$ cat src/rtl/xadc_drp_ctrl.sv
// XADC DRP sequencer: writes three config registers after reset, reads a sample on every eoc, and serves host accesses in idle slots.
// Define XADC_DRP_TIMEOUT_EN to abort DRP accesses that get no drdy within TIMEOUT_CYCLES and to raise err_o.
module xadc_drp_ctrl #(
  parameter logic [15:0] CFG0           = 16'h0016,
  parameter logic [15:0] CFG1           = 16'h2000,
  parameter logic [15:0] CFG2           = 16'h0400,
  parameter int unsigned TIMEOUT_CYCLES = 64
) (
  input  logic        clk_78MHz_i,
  input  logic        reset_i,
  output logic [6:0]  drp_daddr_o,
  output logic        drp_den_o,
  output logic        drp_dwe_o,
  output logic [15:0] drp_di_o,
  input  logic [15:0] drp_do_i,
  input  logic        drp_drdy_i,
  input  logic        xadc_eoc_i,
  input  logic [4:0]  xadc_channel_i,
  input  logic        host_req_i,
  input  logic        host_we_i,
  input  logic [6:0]  host_addr_i,
  input  logic [15:0] host_wdata_i,
  output logic        host_ack_o,
  output logic [15:0] host_rdata_o,
  output logic [11:0] data_o,
  output logic [4:0]  channel_o,
  output logic        ready_o,
  output logic        cfg_done_o,
  output logic        overrun_o,
  output logic        err_o
);

  // state | meaning: CFG_* config write idx | IDLE arbitrate | SMP_* sample read | HOST_* host access
  typedef enum logic [2:0] {
    CFG_ISSUE, CFG_WAIT, IDLE, SMP_ISSUE, SMP_WAIT, HOST_ISSUE, HOST_WAIT
  } state_t;

  state_t      state, state_nxt;
  logic [1:0]  idx, idx_nxt;
  logic        pending;
  logic [4:0]  eoc_ch;
  logic        in_wait, timeout, done, pend_clr;
  logic [15:0] cfg_val;

  assign in_wait  = (state == CFG_WAIT) || (state == SMP_WAIT) || (state == HOST_WAIT);
  assign done     = in_wait && (drp_drdy_i || timeout);
  assign pend_clr = (state == IDLE) && (state_nxt == SMP_ISSUE);

  always_comb begin
    state_nxt = state;
    idx_nxt   = idx;
    case (state)
      CFG_ISSUE: if (drp_den_o) state_nxt = CFG_WAIT;
      CFG_WAIT: begin
        if (done) begin
          if (idx == 2'd2) begin
            state_nxt = IDLE;
          end else begin
            state_nxt = CFG_ISSUE;
            idx_nxt   = idx + 2'd1;
          end
        end
      end
      // an eoc arriving this cycle blocks the host so the sample wins next cycle
      IDLE: begin
        if (pending)
          state_nxt = SMP_ISSUE;
        else if (host_req_i && cfg_done_o && !host_ack_o && !xadc_eoc_i)
          state_nxt = HOST_ISSUE;
      end
      SMP_ISSUE:  if (drp_den_o) state_nxt = SMP_WAIT;
      SMP_WAIT:   if (done) state_nxt = IDLE;
      HOST_ISSUE: if (drp_den_o) state_nxt = HOST_WAIT;
      HOST_WAIT:  if (done) state_nxt = IDLE;
      default:    state_nxt = CFG_ISSUE;
    endcase
  end

  always_comb begin
    cfg_val = CFG2;
    case (idx_nxt)
      2'd0:    cfg_val = CFG0;
      2'd1:    cfg_val = CFG1;
      default: cfg_val = CFG2;
    endcase
  end

  always_ff @(posedge clk_78MHz_i) begin
    if (reset_i) begin
      state        <= CFG_ISSUE;
      idx          <= 2'd0;
      pending      <= 1'b0;
      eoc_ch       <= 5'd0;
      drp_daddr_o  <= 7'd0;
      drp_den_o    <= 1'b0;
      drp_dwe_o    <= 1'b0;
      drp_di_o     <= 16'd0;
      host_ack_o   <= 1'b0;
      host_rdata_o <= 16'd0;
      data_o       <= 12'd0;
      channel_o    <= 5'd0;
      ready_o      <= 1'b0;
      cfg_done_o   <= 1'b0;
      overrun_o    <= 1'b0;
    end else begin
      state      <= state_nxt;
      idx        <= idx_nxt;
      drp_den_o  <= 1'b0;
      ready_o    <= 1'b0;
      host_ack_o <= 1'b0;

      // den is high for the cycle spent in an ISSUE state
      if (state_nxt == CFG_ISSUE) begin
        drp_den_o   <= 1'b1;
        drp_daddr_o <= {5'b10000, idx_nxt};
        drp_dwe_o   <= 1'b1;
        drp_di_o    <= cfg_val;
      end
      if (state_nxt == SMP_ISSUE) begin
        drp_den_o   <= 1'b1;
        drp_daddr_o <= {2'b00, eoc_ch};
        drp_dwe_o   <= 1'b0;
        drp_di_o    <= 16'd0;
      end
      if (state_nxt == HOST_ISSUE) begin
        drp_den_o   <= 1'b1;
        drp_daddr_o <= host_addr_i;
        drp_dwe_o   <= host_we_i;
        drp_di_o    <= host_wdata_i;
      end

      if (state == SMP_WAIT && drp_drdy_i) begin
        ready_o   <= 1'b1;
        data_o    <= drp_do_i[15:4];
        channel_o <= drp_daddr_o[4:0];
      end
      if (state == HOST_WAIT && done) begin
        host_ack_o   <= 1'b1;
        host_rdata_o <= !drp_drdy_i ? 16'hFFFF : (drp_dwe_o ? 16'h0000 : drp_do_i);
      end
      if (state == CFG_WAIT && done && idx == 2'd2)
        cfg_done_o <= 1'b1;

      if (xadc_eoc_i) begin
        pending <= 1'b1;
        eoc_ch  <= xadc_channel_i;
        if (pending && !pend_clr)
          overrun_o <= 1'b1;
      end else if (pend_clr) begin
        pending <= 1'b0;
      end
    end
  end

`ifdef XADC_DRP_TIMEOUT_EN
  localparam int unsigned TW = (TIMEOUT_CYCLES > 2) ? $clog2(TIMEOUT_CYCLES) : 1;
  localparam logic [TW-1:0] TMR_LOAD = TW'(TIMEOUT_CYCLES - 2);

  logic [TW-1:0] tmr;

  // loaded while den is high so that it reaches zero TIMEOUT_CYCLES-1 cycles after den
  always_ff @(posedge clk_78MHz_i) begin
    if (reset_i) begin
      tmr   <= '0;
      err_o <= 1'b0;
    end else begin
      if (drp_den_o)
        tmr <= TMR_LOAD;
      else if (tmr != '0)
        tmr <= tmr - TW'(1);
      if (timeout)
        err_o <= 1'b1;
    end
  end

  assign timeout = in_wait && !drp_drdy_i && (tmr == '0);
`else
  assign timeout = 1'b0;
  assign err_o   = 1'b0;
`endif

endmodule

$ cat config.mk
export PLATFORM = sky130hd
export DESIGN_NAME = xadc_drp_ctrl
export DESIGN_NICKNAME = d
export VERILOG_FILES = /design/src/rtl/xadc_drp_ctrl.sv
export SDC_FILE = /design/constraint.sdc
export NUM_CORES = 1
export LEC_CHECK = 0
export ABC_AREA = 1
export CORE_ASPECT_RATIO = 1.1
export CORE_MARGIN = 10
export CORE_UTILIZATION = 40
export CTS_CLUSTER_DIAMETER = 30
export CTS_CLUSTER_SIZE = 12
export DETAILED_ROUTE_END_ITERATION = 7
export HOLD_SLACK_MARGIN = 0.1
export PLACE_DENSITY = 0.73
export SYNTH_ARGS = -nofsm -noshare
export SYNTH_HDL_FRONTEND = slang
export SYNTH_SLANG_ARGS = --single-unit
$ cat constraint.sdc
create_clock -name clk_78MHz_i -period 5.5 [get_ports clk_78MHz_i]
set_clock_uncertainty 0.15 [all_clocks]
set_input_delay 1.375 -clock clk_78MHz_i [delete_from_list [all_inputs] [get_ports clk_78MHz_i]]
set_output_delay 1.375 -clock clk_78MHz_i [all_outputs]
set_load 0.01 [all_outputs]
==> results.yml, run 1 <==
drt:
  vias_per_cell: 4.726
  wl_um: 9047
  dr_total_vias: 2982
  drt-initial-drc-count: 126
  wl_per_cell_um: 14.34
  drc: 0
  ant_nets: 0
  drt-pass1-iter-count: 4
floorplan:
  ios: 113
  rows: 33
  die_h_um: 112.2
  start_util_pct: 41.18
  die_area_um2: 11660
  die_w_um: 103.9
  core_um2: 7515
cts:
  cts_setup_buffers: 0
  cts_tree: "done"
  clock_latency_ns: 0.34
  cts-root-buf: "clkbuf_8"
  h-tree-depth: 3
  cts_buffers: 9
  clk_pin_slew_ns: 0.08
  cts.sinks: 73
  clockBufferDepth: 2
  ctsResizeCount: 0
  cts_hold_repair.buffers: 0
logic_synthesis:
  synth-adder-area-share_pct: 0.8087
  syn_nets: 465
  synth_xor_area_share_pct: 0
  synthArstFlopShare_pct: 0
  syn-cell-area_um2: 3094
  synthSimpleGateAreaFrac_pct: 33.81
  synth_flop_cell: "dfxtp_1"
  synth_edf_count: 0
  synth_compound_area_share_pct: 9.462
  synth_top_area_share_pct: 47.23
  ys_warn_count: 0
  synth_top_area_cell: "dfxtp_1"
  synthMuxAreaShare_pct: 0
  synthesis.instances: 413
  yosys-top-cells-area: "dfxtp_1 (47%), nand2_1 (12%), nand3_1 (8.2%)"
  synth_top_family_by_area: "simple AND/OR/NAND/NOR gates"
  synth.distinct_cells: 30
  ys_seq_area_share_pct: 47.23
  syn_avg_cell_area_um2: 7.492
  ys_seq_elements: 73
critical_path:
  worst_path_max_delay_cell: "nor2_2"
  crit_arrival_ns: 3.59
  crit_path_end_kind: "flip-flop"
  slowest_delay_ns: 0.67
  crit_type: "in -> reg"
  cp-start-kind: "input port"
  required_ns: 5.64
  path_cells: "clkdlybuf4s50_1 -> inv_1 -> nor2_1 -> clkinv_1 -> nor2_2 -> nand3_1 -> nand2_1"
  critPathBufInv: 3
  worstPathMaxFanout: 17
  cp_top_family: "buffers and inverters"
sta:
  finalHoldViolations: 0
  setup_viol: 0
  grt_setup_unrepaired: "false"
  max_freq_mhz: 289.8
  tightest_slew_ns: 0.6723
  whs_ns: 0.2937
  relSlewSlack_pct: 55.04
  slew_viol_final: 0
  period_share_pct: 62.74
  finalWorstPathRequiredPeriod_ns: 3.451
  tns_ns: 0
global_route:
  antenna_found_initial: 0
  grt_start_max_net_pins: 39
  grt_pass1_wl_um: 15120
  grt_pass1_vias: 2927
  grt_overflow_total: 0
  grt_use_total_pct: 15.70
pwr:
  switching_share_pct: 33.79
  comb_power_share_pct: 32.2
  p_seq_share_pct: 38.0
  clkPwrFrac_pct: 29.8
  power_density_nw_per_um2: 353.7
  switchingPower_mw: 0.5385
  vdd_drop_max_uv: 210.5
  leakage_nw: 1.957
  power.internal_mw: 1.055
finish:
  most-common-layout-cells: "clkdlybuf4s50_1 (111), nand2_1 (97), dfxtp_1 (73), nand3_1 (51), inv_1 (39)"
  layout_commonest_cell: "clkdlybuf4s50_1"
  n_antenna_cell: 0
  syn2layout_area_growth_pct: 45.61
  layout-drive-gt1-share_pct: 8.935
  layout.nets: 573
job:
  cap_violations: 0
placed_design:
  post-dp-hpwl_um: 6889
  gp_congestion: 0.8519
  port_buffers: 111
hold_path:
  hp-class: "reg -> reg"
outcome:
  status: "finished, final reports clean"
-- final timing paths --
kind	start	depth (start not counted)	slack, ns	end
setup / recovery	drp_drdy_i	7	2.05	host_rdata_o[12]
setup reg to reg	state[0]	7	3.12	host_rdata_o[12]
hold / removal	data_o[0]	2	0.29	data_o[0]
hold reg to reg	data_o[0]	2	0.29	data_o[0]
-- power groups by stage --
stage,registers (mW),logic (mW),clock network (mW)
finish,0.605,0.514,0.475
global route,0.614,0.571,0.508
CTS,0.605,0.518,0.483
detailed placement,0.617,0.515,0
global placement,0.616,0.509,0
floorplan,0.628,0.333,0
-- metal layers --
metal / global-route usage (%) / wire [um] / vias up
met5: 0 / 0 / -
met3: 4.805 / 561 / 12
met4: 6.128 / 146 / 0
met2: 24.62 / 4041 / 105
met1: 19.77 / 4298 / 1334
li1: - / - / 1531
-- kinds of logic after synthesis --
logic type / Yosys count
and+or+nand+nor: 217
buffers and inverters: 63
other: 1
DFF: 73
adders and majority gates: 2
AOI/OAI and AO/OA: 57
-- cell usage after synthesis, drive strengths merged (3+ instances only) --
master,n
nor3,3
a21oi,23
nand4,3
clkbuf,10
buf,7
nand3,58
nand3b,6
inv,44
o21ai,32
nand2,102
dfxtp,73
nor2,45
-- sequential cells by signal, indices dropped and copies added (netlist names) --
name	cells
host_rdata_o	16
pending	1
overrun_o	1
drp_den_o	1
host_ack_o	1
drp_di_o	16
drp_dwe_o	1
drp_daddr_o	7
cfg_done_o	1
ready_o	1
channel_o	5
data_o	12
state	3
idx	2
eoc_ch	5
-- through the flow --
step | instances | total power, mW | area, um^2 | worst slack [ns] | util, %
floorplan | 413 | 0.9609 | 3094 | 2.775 | -
global placement | 614 | 1.125 | 4262 | 1.700 | 56.71
detailed placement | 614 | 1.132 | 4262 | 1.684 | 56.71
CTS | 630 | 1.606 | 4491 | 2.041 | 59.76
global route | 631 | 1.693 | 4506 | 1.820 | 59.96
finish | 631 | 1.594 | 4506 | 2.049 | 59.96
-- final cells by class --
cell class | instances | area, um^2
sequential | 73 | 1461
clock inverter | 5 | 77.57
inverter | 46 | 175.2
timing repair buffer | 114 | 1141
multi-input combinational | 277 | 1368
tap | 105 | 131.4
fill | 744 | 3009
clock buffer | 11 | 151.4
-- worst min-delay path, stage by stage (launching register included) --
cell and delay, ns:
dfxtp_1 0.31, inv_1 0.04, a21oi_1 0.05
No activity file was read; power rests on OpenSTA's default activity.
==> run 2, diff against run 1 <==
--- a/config.mk
+++ b/config.mk
@@ -13,7 +13,7 @@
 export CTS_CLUSTER_SIZE = 12
 export DETAILED_ROUTE_END_ITERATION = 7
 export HOLD_SLACK_MARGIN = 0.1
-export PLACE_DENSITY = 0.73
+export PLACE_DENSITY = 0.76
 export SYNTH_ARGS = -nofsm -noshare
 export SYNTH_HDL_FRONTEND = slang
 export SYNTH_SLANG_ARGS = --single-unit
==> constraint.sdc (replaced) <==
create_clock -name clk_78MHz_i -period 3.1 [get_ports clk_78MHz_i]
set_clock_uncertainty 0.15 [all_clocks]
set_input_delay 0.775 -clock clk_78MHz_i [delete_from_list [all_inputs] [get_ports clk_78MHz_i]]
set_output_delay 0.775 -clock clk_78MHz_i [all_outputs]
set_load 0.01 [all_outputs]
==> results.yml, run 2 (same netlist as run 1, synthesis figures left out) <==
pwr:
  switchingPower_mw: 0.9813
  vdd_drop_max_uv: 419.7
  power_density_nw_per_um2: 608.4
  leakage_nw: 1.955
  p_seq_share_pct: 39.4
  comb_power_share_pct: 33.7
  power.internal_mw: 1.758
  clkPwrFrac_pct: 26.9
  switching_share_pct: 35.83
floorplan:
  die_area_um2: 11660
  die_h_um: 112.2
  core_um2: 7515
  ios: 113
  rows: 33
  start_util_pct: 41.18
  die_w_um: 103.9
critical_path:
  path_cells: "clkdlybuf4s50_1 -> nor2_1 -> nand2_1 -> a21oi_2 -> nor2_2 -> nand2_4 -> nand3_2 -> inv_2 -> nand2_1 -> nand2_1 -> nand2_1 -> nand2_1"
  crit_arrival_ns: 2.62
  required_ns: 3.23
  crit_top_cell: "nand2_1"
  crit_path_end_kind: "flip-flop"
  cp-start-kind: "input port"
  crit_type: "in -> reg"
  worst_path_max_delay_cell: "clkdlybuf4s50_1"
  worstPathMaxFanout: 16
  slowest_delay_ns: 0.42
global_route:
  grt_start_max_net_pins: 37
  grt_pass1_wl_um: 15420
  grt_use_total_pct: 15.97
  grt_pass1_vias: 3014
  antenna_found_initial: 0
  grt_overflow_total: 0
finish:
  top_regs: "drp_di_o (16), host_rdata_o (16), data_o (12)"
  most-common-layout-cells: "clkdlybuf4s50_1 (111), nand2_1 (97), dfxtp_1 (73), nand3_1 (51), inv_1 (39)"
  utilization_pct: 59.91
  layout-drive-gt1-share_pct: 9.605
  final_area_um2: 4502
  nFillCells: 718
  final_cells: 636
  layout_commonest_cell: "clkdlybuf4s50_1"
  n_antenna_cell: 0
  syn2layout_area_growth_pct: 45.49
  layout.nets: 578
sta:
  finalHoldViolations: 0
  period_share_pct: 80.23
  relSlewSlack_pct: 66.72
  grt_setup_unrepaired: "false"
  tightest_slew_ns: 0.4940
  max_freq_mhz: 402.0
  finalWorstPathRequiredPeriod_ns: 2.487
  slew_viol_final: 0
  tns_ns: 0
  setup_viol: 0
drt:
  dr_total_vias: 3025
  vias_per_cell: 4.756
  drt-pass1-iter-count: 4
  ant_nets: 0
  wl_um: 9323
  drt-initial-drc-count: 97
  wl_per_cell_um: 14.66
  drc: 0
cts:
  h-tree-depth: 3
  clk_pin_slew_ns: 0.08
  ctsResizeCount: 0
  cts-root-buf: "clkbuf_8"
  cts.sinks: 73
  cts_setup_buffers: 0
  clock_latency_ns: 0.34
  cts_hold_repair.buffers: 0
  cts_buffers: 9
  cts_tree: "done"
  clockBufferDepth: 2
placed_design:
  place_inst: 620
  gp_congestion: 0.8327
  port_buffers: 111
  place_area_um2: 4307
  post-dp-hpwl_um: 7220
hold_path:
  hp-class: "reg -> reg"
job:
  cap_violations: 0
outcome:
  status: "finished, final reports clean"
[run 2: final timing paths]
kind | endpoint | slack, ns | cells after the start | from
max | drp_daddr_o[0] | 0.61 | 12 | xadc_eoc_i
min | channel_o[0] | 0.29 | 2 | channel_o[0]
max reg2reg | drp_daddr_o[0] | 1.05 | 11 | state[0]
min reg2reg | channel_o[0] | 0.29 | 2 | channel_o[0]
[run 2: area by class of cell]
type | count | area (um^2) | area share (%)
clock buffers | 10 | 127.6 | 2.835
flip-flops and latches | 73 | 1461 | 32.46
clock inverters | 6 | 67.56 | 1.501
well taps | 105 | 131.4 | 2.918
multi-input cells | 277 | 1368 | 30.38
repair buffers | 119 | 1171 | 26.01
inverters | 46 | 175.2 | 3.891
[run 2: worst max-delay path, delay by kind of cell]
kind                   cells  cell delay (ns)
AO/OA/AOI/OAI              1             0.26
AND/OR/NAND/NOR            9             0.88
buffers and inverters      2             0.69
[run 2: layer usage]
layer  share of wire [%]  up-vias  routed length (um)  track usage (%)
li1                    -     1550                   -                -
met1                  46     1348                4256            19.19
met2                  44      114                4132            25.38
met3                 8.1       13                 755            5.606
met4                 1.9        0                 180            6.871
met5                   0        -                   0                0
[run 2: metrics by stage]
stage	power, mW	setup slack [ns]	hold WS, ns
floorplan	1.705	0.9748	0.2802
global placement	2.004	0.3654	0.2783
detailed placement	2.023	0.2865	0.2827
CTS	2.763	0.6365	0.2982
global route	2.921	0.4186	0.3162
finish	2.739	0.6127	0.2936
[run 2: power groups by stage]
stage               sequential, mW  combinational (mW)  clock, mW
global placement              1.10               0.907          0
CTS                           1.08               0.931      0.754
detailed placement            1.10               0.925          0
floorplan                     1.11               0.591          0
global route                  1.09                1.04      0.790
finish                        1.08               0.922      0.737
==> run 3, diff against run 2 <==
--- a/config.mk
+++ b/config.mk
@@ -13,7 +13,7 @@
 export CTS_CLUSTER_SIZE = 12
 export DETAILED_ROUTE_END_ITERATION = 7
 export HOLD_SLACK_MARGIN = 0.1
-export PLACE_DENSITY = 0.76
+export PLACE_DENSITY = 0.73
 export SYNTH_ARGS = -nofsm -noshare
 export SYNTH_HDL_FRONTEND = slang
 export SYNTH_SLANG_ARGS = --single-unit
==> constraint.sdc (replaced) <==
create_clock -name clk_78MHz_i -period 2.42 [get_ports clk_78MHz_i]
set_clock_uncertainty 0.15 [all_clocks]
set_input_delay 0.605 -clock clk_78MHz_i [delete_from_list [all_inputs] [get_ports clk_78MHz_i]]
set_output_delay 0.605 -clock clk_78MHz_i [all_outputs]
set_load 0.01 [all_outputs]
==> results.yml, run 3 (same netlist as run 1, synthesis figures left out) <==
pwr:
  power_density_nw_per_um2: 785.3
  leakage_nw: 2.003
  vdd_drop_max_uv: 555.4
  total_power_mw: 3.612
critical_path:
  critPathBufInv: 2
  crit_type: "in -> reg"
  worst_path_max_delay_cell: "clkdlybuf4s50_1"
  crit_top_cell: "nor2_1"
  slowest_delay_ns: 0.43
  crit_path_end_kind: "flip-flop"
  cp_top_family: "simple AND/OR/NAND/NOR gates"
  required_ns: 2.55
  cp-start-kind: "input port"
  worstPathMaxFanout: 7
  path_cells: "clkdlybuf4s50_1 -> nor2_1 -> nand2_1 -> a21oi_2 -> nor2_2 -> nand2_4 -> nand3_2 -> buf_4 -> o21ai_0 -> nor2_1 -> nor2_1"
  crit_arrival_ns: 2.35
drt:
  ant_nets: 0
  drc: 0
  dr_total_vias: 3016
  vias_per_cell: 4.683
  drt-initial-drc-count: 161
  wl_per_cell_um: 14.39
  drt-pass1-iter-count: 5
  wl_um: 9265
sta:
  tns_ns: 0
  finalHoldViolations: 0
  slew_viol_final: 0
  period_share_pct: 91.63
  max_freq_mhz: 451.0
  grt_setup_unrepaired: "false"
  setup_viol: 0
  finalWorstPathRequiredPeriod_ns: 2.217
global_route:
  grt_use_total_pct: 15.94
  grt_pass1_vias: 3032
  grt_pass1_wl_um: 15300
  grt_start_max_net_pins: 34
  grt_overflow_total: 0
  antenna_found_initial: 0
finish:
  syn2layout_area_growth_pct: 48.65
  most-common-layout-cells: "clkdlybuf4s50_1 (111), nand2_1 (97), dfxtp_1 (73), nand3_1 (51), inv_1 (39)"
  n_antenna_cell: 0
  top_regs: "drp_di_o (16), host_rdata_o (16), data_o (12)"
  layout-drive-gt1-share_pct: 10.95
  nFillCells: 701
  layout_commonest_cell: "clkdlybuf4s50_1"
  layout.nets: 586
floorplan:
  die_w_um: 103.9
  ios: 113
  core_um2: 7515
  die_area_um2: 11660
  die_h_um: 112.2
  start_util_pct: 41.18
  rows: 33
hold_path:
  hp-class: "reg -> reg"
cts:
  clockBufferDepth: 2
  clock_latency_ns: 0.34
  cts-root-buf: "clkbuf_8"
  cts.sinks: 73
  cts_tree: "done"
  h-tree-depth: 3
  cts_hold_repair.buffers: 0
  cts_buffers: 9
  clk_pin_slew_ns: 0.08
job:
  cap_violations: 0
outcome:
  status: "finished, final reports clean"
placed_design:
  port_buffers: 111
  post-dp-hpwl_um: 7019
  gp_congestion: 0.8500
## run 3: power by group
part / leakage, nW / switching (mW) / internal, mW
registers: 0.593 / 0.0757 / 1.30
logic: 1.32 / 0.726 / 0.558
clock network: 0.0889 / 0.470 / 0.478
## run 3: worst min-delay path, cell delays in order, from the launching register on
cell and delay (ns):
dfxtp_1 0.31, nand2_1 0.06, nand2_1 0.04
## run 3: final timing paths
path | from | to | slack [ns] | cells past startpoint
setup / recovery | xadc_eoc_i | drp_di_o[2] | 0.20 | 11
hold / removal | drp_daddr_o[5] | drp_daddr_o[5] | 0.29 | 2
setup reg to reg | state[2] | drp_di_o[2] | 0.51 | 11
hold reg to reg | drp_daddr_o[5] | drp_daddr_o[5] | 0.29 | 2
## run 3: cell type report
type / count / area (um^2) / area share, %
clock buffers: 10 / 127.6 / 2.775
clock inverters: 6 / 66.31 / 1.442
inverters: 46 / 176.4 / 3.836
multi-input cells: 277 / 1368 / 29.73
flip-flops and latches: 73 / 1461 / 31.77
well taps: 105 / 131.4 / 2.856
repair buffers: 127 / 1269 / 27.58
## run 3: per-stage QoR
stage                     hold slack [ns]  instance area [um^2]  setup WS [ns]  utilization, %  std cells
final                              0.2924                  4599         0.2026           61.21        644
after global routing               0.3172                  4599       0.005647           61.21        644
after CTS                          0.2960                  4598         0.1952           61.19        644
after detailed placement           0.2813                  4404        -0.1603           58.61        628
after global placement             0.2773                  4404        -0.1025           58.61        628
after floorplan                    0.2802                  3094         0.4648               -        413
## run 3: what timing repair did
| item | CTS | global route |
|---|---|---|
| gates resized for setup | 0 | 1 |
| setup endpoints to repair | 0 | 1 |
| buffers inserted | 0 | 0 |
## run 3: routing by layer
metal / share of wire [%] / global-route usage (%) / up-vias
met5: 0 / 0 / -
met3: 7.3 / 5.320 / 16
met1: 47 / 20.16 / 1320
met2: 43 / 23.82 / 115
met4: 2.4 / 7.892 / 0
li1: - / - / 1565
